[config.mk]
export PLATFORM = sky130hd
export DESIGN_NAME = uart_rx_monitor_flat
export DESIGN_NICKNAME = d
export VERILOG_FILES = /design/src/rtl/uart_rx_monitor_if.sv /design/src/rtl/uart_rx_monitor.sv /design/src/flat_wrapper.sv
export SDC_FILE = /design/constraint.sdc
export NUM_CORES = 1
export LEC_CHECK = 0
export CAP_MARGIN = 10
export CORE_MARGIN = 2
export CORE_UTILIZATION = 45
export DETAILED_ROUTE_END_ITERATION = 10
export PLACE_DENSITY = 0.71
export SLEW_MARGIN = 20
export SYNTH_ARGS = -nofsm -noshare
export SYNTH_HDL_FRONTEND = slang
export SYNTH_SLANG_ARGS = --single-unit
[constraint.sdc]
create_clock -name wb_clk_i -period 3.4 [get_ports wb_clk_i]
set_clock_uncertainty 0.15 [all_clocks]
set_input_delay 1.02 -clock wb_clk_i [delete_from_list [all_inputs] [get_ports wb_clk_i]]
set_output_delay 1.02 -clock wb_clk_i [all_outputs]
set_load 0.005 [all_outputs]
[src/rtl/uart_rx_monitor_if.sv]
// Bundle of the serial input and the byte-stream/status outputs of uart_rx_monitor.
// slave: the monitor itself. master: whoever drives the line and consumes bytes.
interface uart_rx_monitor_if #(
    parameter int unsigned FIFO_AW = 4
);
    logic               uart_rx_i;
    logic [7:0]         byte_o;
    logic               byte_valid_o;
    logic               byte_ready_i;
    logic [FIFO_AW:0]   fifo_level_o;
    logic               frame_err_o;
    logic               overflow_o;
    logic               eot_o;

    modport slave (
        input  uart_rx_i,
        input  byte_ready_i,
        output byte_o,
        output byte_valid_o,
        output fifo_level_o,
        output frame_err_o,
        output overflow_o,
        output eot_o
    );

    modport master (
        output uart_rx_i,
        output byte_ready_i,
        input  byte_o,
        input  byte_valid_o,
        input  fifo_level_o,
        input  frame_err_o,
        input  overflow_o,
        input  eot_o
    );
endinterface

[src/rtl/uart_rx_monitor.sv]
// UART 8N1 receiver for simulation consoles: oversampled deserialiser feeding a
// first-word-fall-through byte FIFO, with framing-error, overflow and end-of-test flags.
module uart_rx_monitor #(
    parameter int unsigned BAUD_DIV = 868,
    parameter int unsigned FIFO_AW  = 4,
    parameter logic [7:0]  EOT_CHAR = 8'h04
) (
    input logic              wb_clk_i,
    input logic              wb_rst_n_i,
    uart_rx_monitor_if.slave bus
);

    localparam int unsigned Depth = 2 ** FIFO_AW;
    localparam int unsigned CntW  = $clog2(BAUD_DIV);

    localparam logic [CntW-1:0]  HalfLast = CntW'(BAUD_DIV / 2 - 1);
    localparam logic [CntW-1:0]  BitLast  = CntW'(BAUD_DIV - 1);
    localparam logic [FIFO_AW:0] LevelMax = (FIFO_AW + 1)'(Depth);

    typedef enum logic [2:0] {
        StIdle,
        StStart,
        StData,
        StStop,
        StWaitIdle
    } state_e;

    // Synchroniser
    logic sync_meta;
    logic rx_s;

    // Deserialiser
    state_e          state_q, state_d;
    logic [CntW-1:0] cnt_q, cnt_d;
    logic [2:0]      idx_q, idx_d;
    logic [7:0]      shift_q, shift_d;
    logic            push_req;
    logic            frame_err_d;

    // FIFO and status
    logic [7:0]         mem [Depth];
    logic [FIFO_AW-1:0] wr_ptr, rd_ptr;
    logic [FIFO_AW:0]   level;
    logic               empty, full, pop, push, drop;
    logic               frame_err_q, overflow_q, eot_q;

    // Two-flop synchroniser; flops reset high so an idle line never looks like a start bit
    always_ff @(posedge wb_clk_i) begin
        if (!wb_rst_n_i) begin
            sync_meta <= 1'b1;
            rx_s      <= 1'b1;
        end else begin
            sync_meta <= bus.uart_rx_i;
            rx_s      <= sync_meta;
        end
    end

    // FSM state and bit-timing registers
    always_ff @(posedge wb_clk_i) begin
        if (!wb_rst_n_i) begin
            state_q <= StIdle;
            cnt_q   <= '0;
            idx_q   <= '0;
            shift_q <= '0;
        end else begin
            state_q <= state_d;
            cnt_q   <= cnt_d;
            idx_q   <= idx_d;
            shift_q <= shift_d;
        end
    end

    // Next state: start bit checked at mid-bit, data and stop bits one full bit apart
    always_comb begin
        state_d     = state_q;
        cnt_d       = cnt_q;
        idx_d       = idx_q;
        shift_d     = shift_q;
        push_req    = 1'b0;
        frame_err_d = 1'b0;
        unique case (state_q)
            StIdle: begin
                if (!rx_s) begin
                    state_d = StStart;
                    cnt_d   = '0;
                end
            end
            StStart: begin
                if (cnt_q == HalfLast) begin
                    cnt_d   = '0;
                    idx_d   = '0;
                    // A start bit gone high again by mid-bit was a glitch
                    state_d = rx_s ? StIdle : StData;
                end else begin
                    cnt_d = cnt_q + CntW'(1);
                end
            end
            StData: begin
                if (cnt_q == BitLast) begin
                    cnt_d          = '0;
                    shift_d[idx_q] = rx_s;
                    idx_d          = idx_q + 3'd1;
                    if (idx_q == 3'd7) begin
                        state_d = StStop;
                    end
                end else begin
                    cnt_d = cnt_q + CntW'(1);
                end
            end
            StStop: begin
                if (cnt_q == BitLast) begin
                    cnt_d = '0;
                    if (rx_s) begin
                        push_req = 1'b1;
                        state_d  = StIdle;
                    end else begin
                        frame_err_d = 1'b1;
                        state_d     = StWaitIdle;
                    end
                end else begin
                    cnt_d = cnt_q + CntW'(1);
                end
            end
            StWaitIdle: begin
                // Hold off until the line recovers so a long break errors only once
                if (rx_s) begin
                    state_d = StIdle;
                end
            end
            default: state_d = StIdle;
        endcase
    end

    assign empty = (level == '0);
    assign full  = (level == LevelMax);
    assign pop   = !empty && bus.byte_ready_i;
    // A pop in the same cycle frees the slot, so a full FIFO can still accept
    assign push  = push_req && (!full || pop);
    assign drop  = push_req && full && !pop;

    // FIFO storage and pointers; level tracked separately from the wrapping pointers
    always_ff @(posedge wb_clk_i) begin
        if (!wb_rst_n_i) begin
            for (int i = 0; i < Depth; i++) begin
                mem[i] <= '0;
            end
            wr_ptr <= '0;
            rd_ptr <= '0;
            level  <= '0;
        end else begin
            if (push) begin
                mem[wr_ptr] <= shift_q;
                wr_ptr      <= wr_ptr + FIFO_AW'(1);
            end
            if (pop) begin
                rd_ptr <= rd_ptr + FIFO_AW'(1);
            end
            if (push && !pop) begin
                level <= level + (FIFO_AW + 1)'(1);
            end else if (pop && !push) begin
                level <= level - (FIFO_AW + 1)'(1);
            end
        end
    end

    // Status flags: frame error pulses, overflow and end-of-test are sticky
    always_ff @(posedge wb_clk_i) begin
        if (!wb_rst_n_i) begin
            frame_err_q <= 1'b0;
            overflow_q  <= 1'b0;
            eot_q       <= 1'b0;
        end else begin
            frame_err_q <= frame_err_d;
            if (drop) begin
                overflow_q <= 1'b1;
            end
            // EOT counts even when the byte itself is dropped for overflow
            if (push_req && shift_q == EOT_CHAR) begin
                eot_q <= 1'b1;
            end
        end
    end

    assign bus.byte_o       = mem[rd_ptr];
    assign bus.byte_valid_o = !empty;
    assign bus.fifo_level_o = level;
    assign bus.frame_err_o  = frame_err_q;
    assign bus.overflow_o   = overflow_q;
    assign bus.eot_o        = eot_q;

endmodule

[src/flat_wrapper.sv]
// flat-port wrapper written by rule: the top's interface ports become plain ports
module uart_rx_monitor_flat 
#(
    parameter int unsigned BAUD_DIV = 868,
    parameter int unsigned FIFO_AW  = 4,
    parameter logic [7:0]  EOT_CHAR = 8'h04
)
  (wb_clk_i, wb_rst_n_i, bus_uart_rx_i, bus_byte_ready_i, bus_byte_o, bus_byte_valid_o, bus_fifo_level_o, bus_frame_err_o, bus_overflow_o, bus_eot_o);
  uart_rx_monitor_if #(.FIFO_AW(FIFO_AW)) bus_i ();
  input logic wb_clk_i;
  input logic wb_rst_n_i;
  input wire logic [$bits(bus_i.uart_rx_i)-1:0] bus_uart_rx_i;
  input wire logic [$bits(bus_i.byte_ready_i)-1:0] bus_byte_ready_i;
  output wire logic [$bits(bus_i.byte_o)-1:0] bus_byte_o;
  output wire logic [$bits(bus_i.byte_valid_o)-1:0] bus_byte_valid_o;
  output wire logic [$bits(bus_i.fifo_level_o)-1:0] bus_fifo_level_o;
  output wire logic [$bits(bus_i.frame_err_o)-1:0] bus_frame_err_o;
  output wire logic [$bits(bus_i.overflow_o)-1:0] bus_overflow_o;
  output wire logic [$bits(bus_i.eot_o)-1:0] bus_eot_o;
  assign bus_i.uart_rx_i = bus_uart_rx_i;
  assign bus_i.byte_ready_i = bus_byte_ready_i;
  assign bus_byte_o = bus_i.byte_o;
  assign bus_byte_valid_o = bus_i.byte_valid_o;
  assign bus_fifo_level_o = bus_i.fifo_level_o;
  assign bus_frame_err_o = bus_i.frame_err_o;
  assign bus_overflow_o = bus_i.overflow_o;
  assign bus_eot_o = bus_i.eot_o;
  uart_rx_monitor #(.BAUD_DIV(BAUD_DIV), .FIFO_AW(FIFO_AW), .EOT_CHAR(EOT_CHAR)) u_core (.wb_clk_i(wb_clk_i), .wb_rst_n_i(wb_rst_n_i), .bus(bus_i));
endmodule
==> impl_metrics.env <==
export IMPL_status="finished with violations"
export IMPL_violations="negative setup slack"
export IMPL_min_delay_start="u_core.sync_meta"
export IMPL_coreArea_mm2=0.0181
export IMPL_final_common_cell="and2_1"
export IMPL_placed_area_mm2=0.00923
export IMPL_drtIter0Drc=299
export IMPL_pwr_share_comb_pct=18.1
export IMPL_avgRoutedWirePerCell_um=19.9
export IMPL_grt_pass1_vias=5354
export IMPL_cts_made_buffers=17
export IMPL_worst_pin_slew_ps=737
export IMPL_yosys_cell_types_count=59
export IMPL_fin_area_mm2=0.00985
export IMPL_htree_num_levels=4
export IMPL_hold_depth=1
export IMPL_startpoint_type="flop"
export IMPL_period_needed_ps=3410
export IMPL_timing_fmax_mhz=293
export IMPL_place_hpwl_um=12300
export IMPL_p_switching_mw=1.29
export IMPL_ys_top_cells_by_area="edfxtp_1 46%, dfxtp_1 11%, mux4_2 11%"
export IMPL_p_sw_share_pct=24.1
export IMPL_r2r_slack_ps=300
export IMPL_report_power_total_mw=5.36
export IMPL_nets=704
export IMPL_n_fill_cell=1458
export IMPL_intPower_mw=4.07
export IMPL_fin_util_pct=54.3
export IMPL_ys_seq_elements=174
export IMPL_die_h_um=141
export IMPL_antennaDiodeCount=0
export IMPL_reg2regPathDepth=11
export IMPL_setup_violations=2
export IMPL_p_per_area_mw_per_mm2=544
export IMPL_synth_nets=652
export IMPL_post_route_period_util_pct=100
export IMPL_grt_max_degree=48
export IMPL_min_to="u_core.rx_s"
export IMPL_synth_top_cell_area_share_pct=45.8
export IMPL_ys_seq_area_share_pct=56.8
export IMPL_power_share_clock_pct=36.1
export IMPL_hold_buffers=0
export IMPL_finalHoldViolations=0
export IMPL_yosys_most_used_dff="edfxtp_1"
export IMPL_viasPerCell=5.54
export IMPL_drv_slew=0
export IMPL_cts_root_buf="clkbuf_16"
export IMPL_ios=21
export IMPL_rows=49
export IMPL_netlist_area_mm2=0.00839
export IMPL_port_buffers=20
export IMPL_seq_power_share_pct=45.8
export IMPL_max_cap_violations=0
export IMPL_synth_cells=633
export IMPL_synth_async_reset_ratio_pct=0
export IMPL_yosysWarningCount=0
export IMPL_die_w_um=141
export IMPL_drcViolationCount=0
export IMPL_path_clk_slew_ps=60
export IMPL_cts_tree="built"
export IMPL_grt_ovfl_total=0
export IMPL_fin_ws_ps=-11.0
export IMPL_area_growth_pct=17.5
export IMPL_grt_pass1_wl_um=29200
export IMPL_irDropWorstVdd_v=0.000378
export IMPL_dr_pass1_iters=5
export IMPL_num_vias=5136
export IMPL_min_path_type="flop to flop"
export IMPL_rr_startpoint="u_core.bus.fifo_level_o[0]"
export IMPL_synth_top_area_cell="edfxtp_1"
export IMPL_grt_use_total_pct=19.6
export IMPL_drtAntennaViolNets=0
export IMPL_routabilityCongestion=0.830
export IMPL_start_util_pct=46.2
export IMPL_clock_latency_ps=430
export IMPL_clock_path_buffers=2
export IMPL_leakagePower_nw=3.52
export IMPL_slew_limit_headroom_pct=50.8
export IMPL_cts_sinks=174
export IMPL_required_ps=2230
export IMPL_end_kind="output port"
export IMPL_cp_max_fo=8
export IMPL_crit_type="flop to output port"
export IMPL_rsz0062_at_grt="true"
export IMPL_synth_avg_cell_area_um2=13.2
export IMPL_wl_um=18400
export IMPL_cp_arrival_ps=2240
export IMPL_drive_gt1_share_pct=21.1
export IMPL_grt_antenna_before_repair=0
export IMPL_synth_edf_count=128
export IMPL_die_area_mm2=0.0197
export IMPL_r2r_end="u_core.bus.fifo_level_o[4]"
export IMPL_mostFrequentLayoutCells="131 x and2_1, 128 x edfxtp_1, 45 x dfxtp_1"
-- per-layer routing --
metal	vias to the layer above	share of wire, %	routed length (um)	global-route usage (%)
met5	-	0	0	0
met4	0	1.6	297	6.16
met3	26	4.7	867	4.14
met2	142	51	9410	34.3
met1	2551	43	7860	24.5
li1	2417	-	-	-
-- synth_stat cells, types with 2 or more instances --
cell and instances:
nand3_1 15, o31ai_1 2, a21boi_0 4, nor3_2 5, or2_2 3, or3_1 6, and2_1 131, mux4_2 40
a21oi_1 10, a22oi_1 2, xor2_1 5, nand2_1 38, nor3b_1 7, o21ai_0 11, nor4_4 3, a31oi_1 3
nand4_1 2, nor2_1 20, nand3b_1 4, clkbuf_1 24, and3_1 3, buf_1 6, nand2b_1 22, nand4b_1 2
inv_1 11, buf_2 5, ha_1 14, dfxtp_1 46, xnor2_1 2, mux2i_1 12, nor2b_1 5, o21a_1 3
edfxtp_1 128, nor4_1 2, nor3_4 7, nor3_1 7
-- per-stage QoR --
step	setup slack, ps	hold WS, ps	cells	TNS, ps
floorplan	314	236	633	0
global placement	-61.8	249	891	-61.8
detailed placement	-146	264	891	-146
CTS	-41.9	279	929	-215
global route	-55.0	299	927	-284
finish	-11.0	273	927	-16.6
-- power groups by stage --
stage                     logic (mW)  clock network, mW  registers (mW)
after floorplan                0.582                  0            2.47
after global placement         0.925                  0            2.48
after detailed placement       0.946                  0            2.49
after CTS                       1.03               1.96            2.45
after global routing            1.05               2.04            2.47
final                          0.970               1.93            2.45
-- flip-flops by register name, summed over array words and instances (netlist names), named ones only --
name and cells:
u_core.cnt_q 10, u_core.bus.eot_o 1, u_core.shift_q 8, u_core.state_q 3, u_core.idx_q 3, u_core.rx_s 1
u_core.sync_meta 1, u_core.bus.overflow_o 1, u_core.mem 128, u_core.bus.frame_err_o 1, u_core.rd_ptr 4, u_core.bus.fifo_level_o 5
u_core.wr_ptr 4
-- layout make-up --
cell class / instances / area, um2 / area share [%]
sequential: 174 / 4770 / 48.4
timing repair buffer: 69 / 746 / 7.57
multi-input combinational: 411 / 3430 / 34.8
clock inverter: 12 / 144 / 1.46
inverter: 12 / 45.0 / 0.457
tap: 229 / 287 / 2.91
clock buffer: 20 / 437 / 4.43
-- kinds of logic (layout without fill, tap and decap cells) --
logic type | count (synthesis) | after routing | synth area share, %
flops | 174 | 174 | 56.8
buf+inv | 48 | 113 | 2.31
fa+ha+maj | 15 | 15 | 2.33
compound gates | 44 | 44 | 3.39
simple gates | 293 | 293 | 22.2
xor+xnor | 7 | 7 | 0.731
mux | 52 | 52 | 12.2
-- worst max-delay path: stages (launching register included) --
cell	delay, ps
dfxtp_4	380
buf_12	130
buf_16	140
mux4_2	540
mux4_2	480
buf_2	150
-- worst max-delay path by stage --
stage	startpoint	to	slack, ps	cells after the start
after global routing	flop	bus_byte_o[1]	-60	5
after global placement	bus_byte_ready_i	u_core.bus.fifo_level_o[4]	-60	11
final	flop	bus_byte_o[1]	-10	5
after floorplan	u_core.bus.fifo_level_o[0]	u_core.bus.fifo_level_o[4]	310	11
after detailed placement	bus_byte_ready_i	u_core.bus.fifo_level_o[4]	-150	11
after CTS	flop	bus_byte_o[0]	-40	5
-- what timing repair did --
item,in CTS,in global routing
resized for setup,38,0
setup endpoints to repair,8,8
setup buffers,3,0
gates cloned,3,0
(Power assumes the default switching activity.)
